===== src/rtl/reg_writeback_queue.sv =====
// reg_writeback_queue: writeback FIFO in front of the 32x32 register file.
// Takes mem (older) and ALU (younger) writeback requests, drains one per cycle
// onto the register file write port, and offers a youngest-match bypass lookup.
// Optional feature macro: WBQ_OVERFLOW_ERR_EN adds a sticky overflowErr output
// that flags requests dropped while inReady=0.
module reg_writeback_queue #(
  parameter int DEPTH  = 4,
  parameter int ADDR_W = 5,
  parameter int DATA_W = 32
) (
  input  logic                     Clk,
  input  logic                     Reset_n,
  input  logic                     memValid,
  input  logic [ADDR_W-1:0]        memReg,
  input  logic [DATA_W-1:0]        memData,
  input  logic                     aluValid,
  input  logic [ADDR_W-1:0]        aluReg,
  input  logic [DATA_W-1:0]        aluData,
  output logic                     inReady,
  output logic                     regWrite,
  output logic [ADDR_W-1:0]        writeReg,
  output logic [DATA_W-1:0]        writeData,
  input  logic [ADDR_W-1:0]        peekReg,
  output logic                     peekHit,
  output logic [DATA_W-1:0]        peekData,
  output logic [$clog2(DEPTH):0]   count
`ifdef WBQ_OVERFLOW_ERR_EN
  ,
  output logic                     overflowErr
`endif
);

  localparam int PW = $clog2(DEPTH);
  localparam int CW = PW + 1;

  logic [ADDR_W-1:0] regArr  [DEPTH];
  logic [DATA_W-1:0] dataArr [DEPTH];
  logic [PW-1:0]     head, tail, aluSlot;
  logic              memReq, aluReq, memPush, aluPush;

  // r0 writes are architectural no-ops, so they never become requests.
  assign memReq  = memValid && (memReg != '0);
  assign aluReq  = aluValid && (aluReg != '0);

  // Two free slots guarantee both requests fit without looking at the pop.
  assign inReady = (count <= CW'(DEPTH - 2));
  assign memPush = inReady && memReq;
  assign aluPush = inReady && aluReq;

  // ALU request lands behind the mem request when both are accepted.
  assign aluSlot = memPush ? tail + PW'(1) : tail;

  assign regWrite  = (count != '0);
  assign writeReg  = regArr[head];
  assign writeData = dataArr[head];

  // Entry storage: no reset needed, validity is tracked by count.
  always_ff @(posedge Clk) begin
    if (memPush) begin
      regArr[tail]  <= memReg;
      dataArr[tail] <= memData;
    end
    if (aluPush) begin
      regArr[aluSlot]  <= aluReg;
      dataArr[aluSlot] <= aluData;
    end
  end

  // Pointer and occupancy update; head pops whenever a write is presented.
  always_ff @(posedge Clk) begin
    if (!Reset_n) begin
      head  <= '0;
      tail  <= '0;
      count <= '0;
    end else begin
      if (regWrite) head <= head + PW'(1);
      tail  <= tail + PW'(memPush) + PW'(aluPush);
      count <= count + CW'(memPush) + CW'(aluPush) - CW'(regWrite);
    end
  end

  // Bypass: walk entries oldest to youngest so the last match wins.
  always_comb begin
    peekHit  = 1'b0;
    peekData = '0;
    if (peekReg != '0) begin
      for (int i = 0; i < DEPTH; i++) begin
        if ((CW'(i) < count) && (regArr[head + PW'(i)] == peekReg)) begin
          peekHit  = 1'b1;
          peekData = dataArr[head + PW'(i)];
        end
      end
    end
  end

`ifdef WBQ_OVERFLOW_ERR_EN
  // Sticky flag for any real request that arrived while not ready.
  always_ff @(posedge Clk) begin
    if (!Reset_n)                        overflowErr <= 1'b0;
    else if (!inReady && (memReq || aluReq)) overflowErr <= 1'b1;
  end
`endif

endmodule


===== config.mk =====
export PLATFORM = sky130hd
export DESIGN_NAME = reg_writeback_queue
export DESIGN_NICKNAME = d
export VERILOG_FILES = /design/src/rtl/reg_writeback_queue.sv
export SDC_FILE = /design/constraint.sdc
export NUM_CORES = 1
export LEC_CHECK = 0
export ABC_AREA = 1
export ABC_CLOCK_PERIOD_IN_PS = 6680
export CORE_ASPECT_RATIO = 1.25
export CORE_UTILIZATION = 61
export CTS_CLUSTER_DIAMETER = 100
export DETAILED_ROUTE_END_ITERATION = 6
export PLACE_DENSITY = 0.87
export SLEW_MARGIN = 15
export SYNTH_ARGS = -nofsm -noshare
export SYNTH_HDL_FRONTEND = slang
export SYNTH_SLANG_ARGS = --single-unit
export TNS_END_PERCENT = 10

===== constraint.sdc =====
create_clock -name Clk -period 6.68 [get_ports Clk]
set_clock_uncertainty 0.1 [all_clocks]
set_input_delay 0.668 -clock Clk [delete_from_list [all_inputs] [get_ports Clk]]
set_output_delay 0.668 -clock Clk [all_outputs]
set_load 0.1 [all_outputs]

==> flow_summary.toml <==
[clock_tree]
max-clock-path-buffers = 2
cts_setup_buffers = 0
clk_pin_slew_ns = 0.07
clock_latency_ns = 0.42
hold_buffers = 0
tritoncts = "built"
postCtsResizedCells = 0
cts_root_buffer = "clkbuf_16"
cts_max_level = 4
cts.sinks = 157
cts_buffers = 17

[place]
port_buffers = 157
dpl.hpwl_um = 24850
place_congestion = 0.8881

[die]
std_cell_rows = 57
die_area_um2 = 20620
die_w_um = 128.6
ios = 158
initial_core_util = 0.6256
coreArea_um2 = 19540
die_h_um = 160.3

[worst_hold_path]
hold_class = "flop to flop"

[timing]
setup_viol = 0
slew_violations = 0
worst_pin_slew_ns = 1.202
hold_violations = 0
rsz0062_at_grt = "false"
fin_setup_tns_ns = 0
period_minus_slack_ns = 5.769
slew_headroom = 0.1958
fin_crit_sh = 0.8635
fmax_mhz = 173.4

[cells_and_area]
nFillCells = 1512
diodes = 0
layout-drive-gt1-share = 0.06233
nets = 1973
syn_to_final_growth_pct = 19.97

[run_status]
status = "complete, but fails checks"
failed_checks = "design-rule violations"

[logic_synthesis]
synth_xor_area_frac = 0.003582
synth_top_area_frac = 0.3635
syn-num-nets = 1914
syn-cell-area_um2 = 12230
synth-seq-cells = 157
synthSimpleGateAreaFrac = 0.2949
synth_compound_area_frac = 0.2112
yosys-top-cells-count = "nand2_1, o21ai_0, nor2_1"
yosys.area.top_type = "edfxtp_1"
avgSynthCellArea_um2 = 6.714
seq_area_frac_synth = 0.3783
synthTopCellsByArea = "edfxtp_1, nand2_1, o21ai_0"
synth_edf_count = 148
yosys.area_share.adder = 0.01208
synthArstFlopShare = 0
synthMuxAreaShare = 0.0008187
yosysUniqueCellTypes = 36
synth-main-ff-cell = "edfxtp_1"
yosysWarnings = 0
synth_most_common_cell = "nand2_1"
syn_inst = 1821
synth_top_family_by_area = "simple AND/OR/NAND/NOR gates"

[setup_path]
arrival_ns = 5.00
end_kind = "output pin"
cp_common_cell = "nor2_1"
reg2reg_slack_ns = 2.77
critPathLaunchType = "flop"
cp_max_fo = 61
cp.required_ns = 5.91
path_buf_inv = 4
slowest_stage = "nand3_2"
critical_path.max_stage_delay_ns = 0.83
crit_chain = "inv_4 -> nand2_2 -> buf_4 -> nor2_1 -> nor2_1 -> nand2_1 -> nand2_1 -> nand2_1 -> nor2_1 -> nand3_2 -> buf_4 -> nor2_1 -> nor2_1 -> a21oi_1 -> buf_12"
crit_type = "flop to output pin"
critPathTopFamily = "buffers and inverters"

[global_routing]
grt_pass1_wl_um = 63410
overflow = 0
antenna_found_initial = 0
track_usage = 0.3966
grt_max_degree = 76
first_global_vias = 12449

[detailed_routing]
dr.pass1.iters = 7
wire_per_inst_um = 18.63
route.detailed.drc = 1
vias = 13489
ant_nets = 0
vias_per_cell = 6.251
drt_iter0_drc = 2005
wirelength_um = 40210

[run]
cap_violations = 0
-- kinds of logic after synthesis --
family                     Yosys count
and+or+nand+nor                    879
AOI/OAI and AO/OA                  489
buffers and inverters              280
DFF                                157
adders and majority gates           10
xor gates and xnor gates             5
muxes                                1
-- cell type report --
class | instances | area, µm² | area share
Clock buffer | 22 | 454.2 | 0.03097
Clock inverter | 10 | 188.9 | 0.01288
Inverter | 139 | 525.5 | 0.03583
Multi-Input combinational cell | 1384 | 6446 | 0.4395
Sequential cell | 157 | 4626 | 0.3154
Tap cell | 265 | 331.6 | 0.02261
Timing Repair Buffer | 181 | 2095 | 0.1428
-- flip-flops by register name (all words and copies together), names as in the netlist, named ones only --
name,cells
dataArr,128
regArr,20
count,3
head,2
tail,2
-- worst reg2reg max path, delay by kind of cell, from the launching register on --
| family | cells | cell delay, ns |
|---|---|---|
| flops | 1 | 0.41 |
| simple gates | 3 | 1.10 |
| buf+inv | 3 | 0.89 |
| compound gates | 2 | 0.30 |
| xor+xnor | 1 | 0.31 |
| fa+ha+maj | 1 | 0.24 |
-- cells in the final DEF, fill, tap and decap left out, types with 7 or more instances in the layout --
| cell type | Yosys | final |
|---|---|---|
| o21ai_1 | 10 | 10 |
| nand2_1 | 579 | 574 |
| nand4_1 | 64 | 64 |
| o21ai_0 | 340 | 340 |
| a21oi_1 | 103 | 103 |
| inv_1 | 135 | 134 |
| buf_4 | 8 | 23 |
| ha_1 | 7 | 7 |
| clkbuf_16 | 0 | 17 |
| nor2_1 | 149 | 145 |
| dfxtp_1 | 9 | 8 |
| nand2_2 | 5 | 9 |
| edfxtp_1 | 148 | 148 |
| o221ai_1 | 31 | 31 |
| clkdlybuf4s50_1 | 0 | 124 |
| buf_12 | 0 | 34 |
| nand3_1 | 71 | 66 |
-- path summary, 6_finish.rpt --
| path | from | end | depth (start not counted) |
|---|---|---|---|
| setup / recovery | head[0]$_SDFFE_PN0N_ | peekData[31] | 15 |
| hold / removal | tail[1]$_SDFF_PN0_ | tail[1]$_SDFF_PN0_ | 2 |
| hold reg to reg | tail[1]$_SDFF_PN0_ | tail[1]$_SDFF_PN0_ | 2 |
| setup reg to reg | count[2]$_SDFF_PN0_ | dataArr[0][6]$_DFFE_PP_ | 10 |
-- stage by stage --
step | hold slack [ns] | utilization | cells | cell area (µm²) | setup slack, ns
6_report | 0.4847 | 0.7505 | 2158 | 14670 | 0.9115
5_1_grt | 0.5403 | 0.7505 | 2158 | 14670 | 0.6481
4_1_cts | 0.4853 | 0.7502 | 2158 | 14660 | 1.010
3_5_place_dp | 0.4766 | 0.7173 | 2126 | 14020 | 1.508
3_3_place_gp | 0.4711 | 0.7173 | 2126 | 14020 | 1.574
2_1_floorplan | 0.4385 | - | 1821 | 12230 | 0.8134
-- metal layers --
metal  vias to the layer above  wire (µm)  GRT usage
li1                       6257          -          -
met1                      6003      14210     0.5104
met2                      1036      19230     0.6479
met3                       193       4957    0.04891
met4                         0       1813     0.2144
met5                         -          0          0
Power is not shown: default switching activity piles up to over one toggle a cycle in this logic, so the estimate is an artifact.
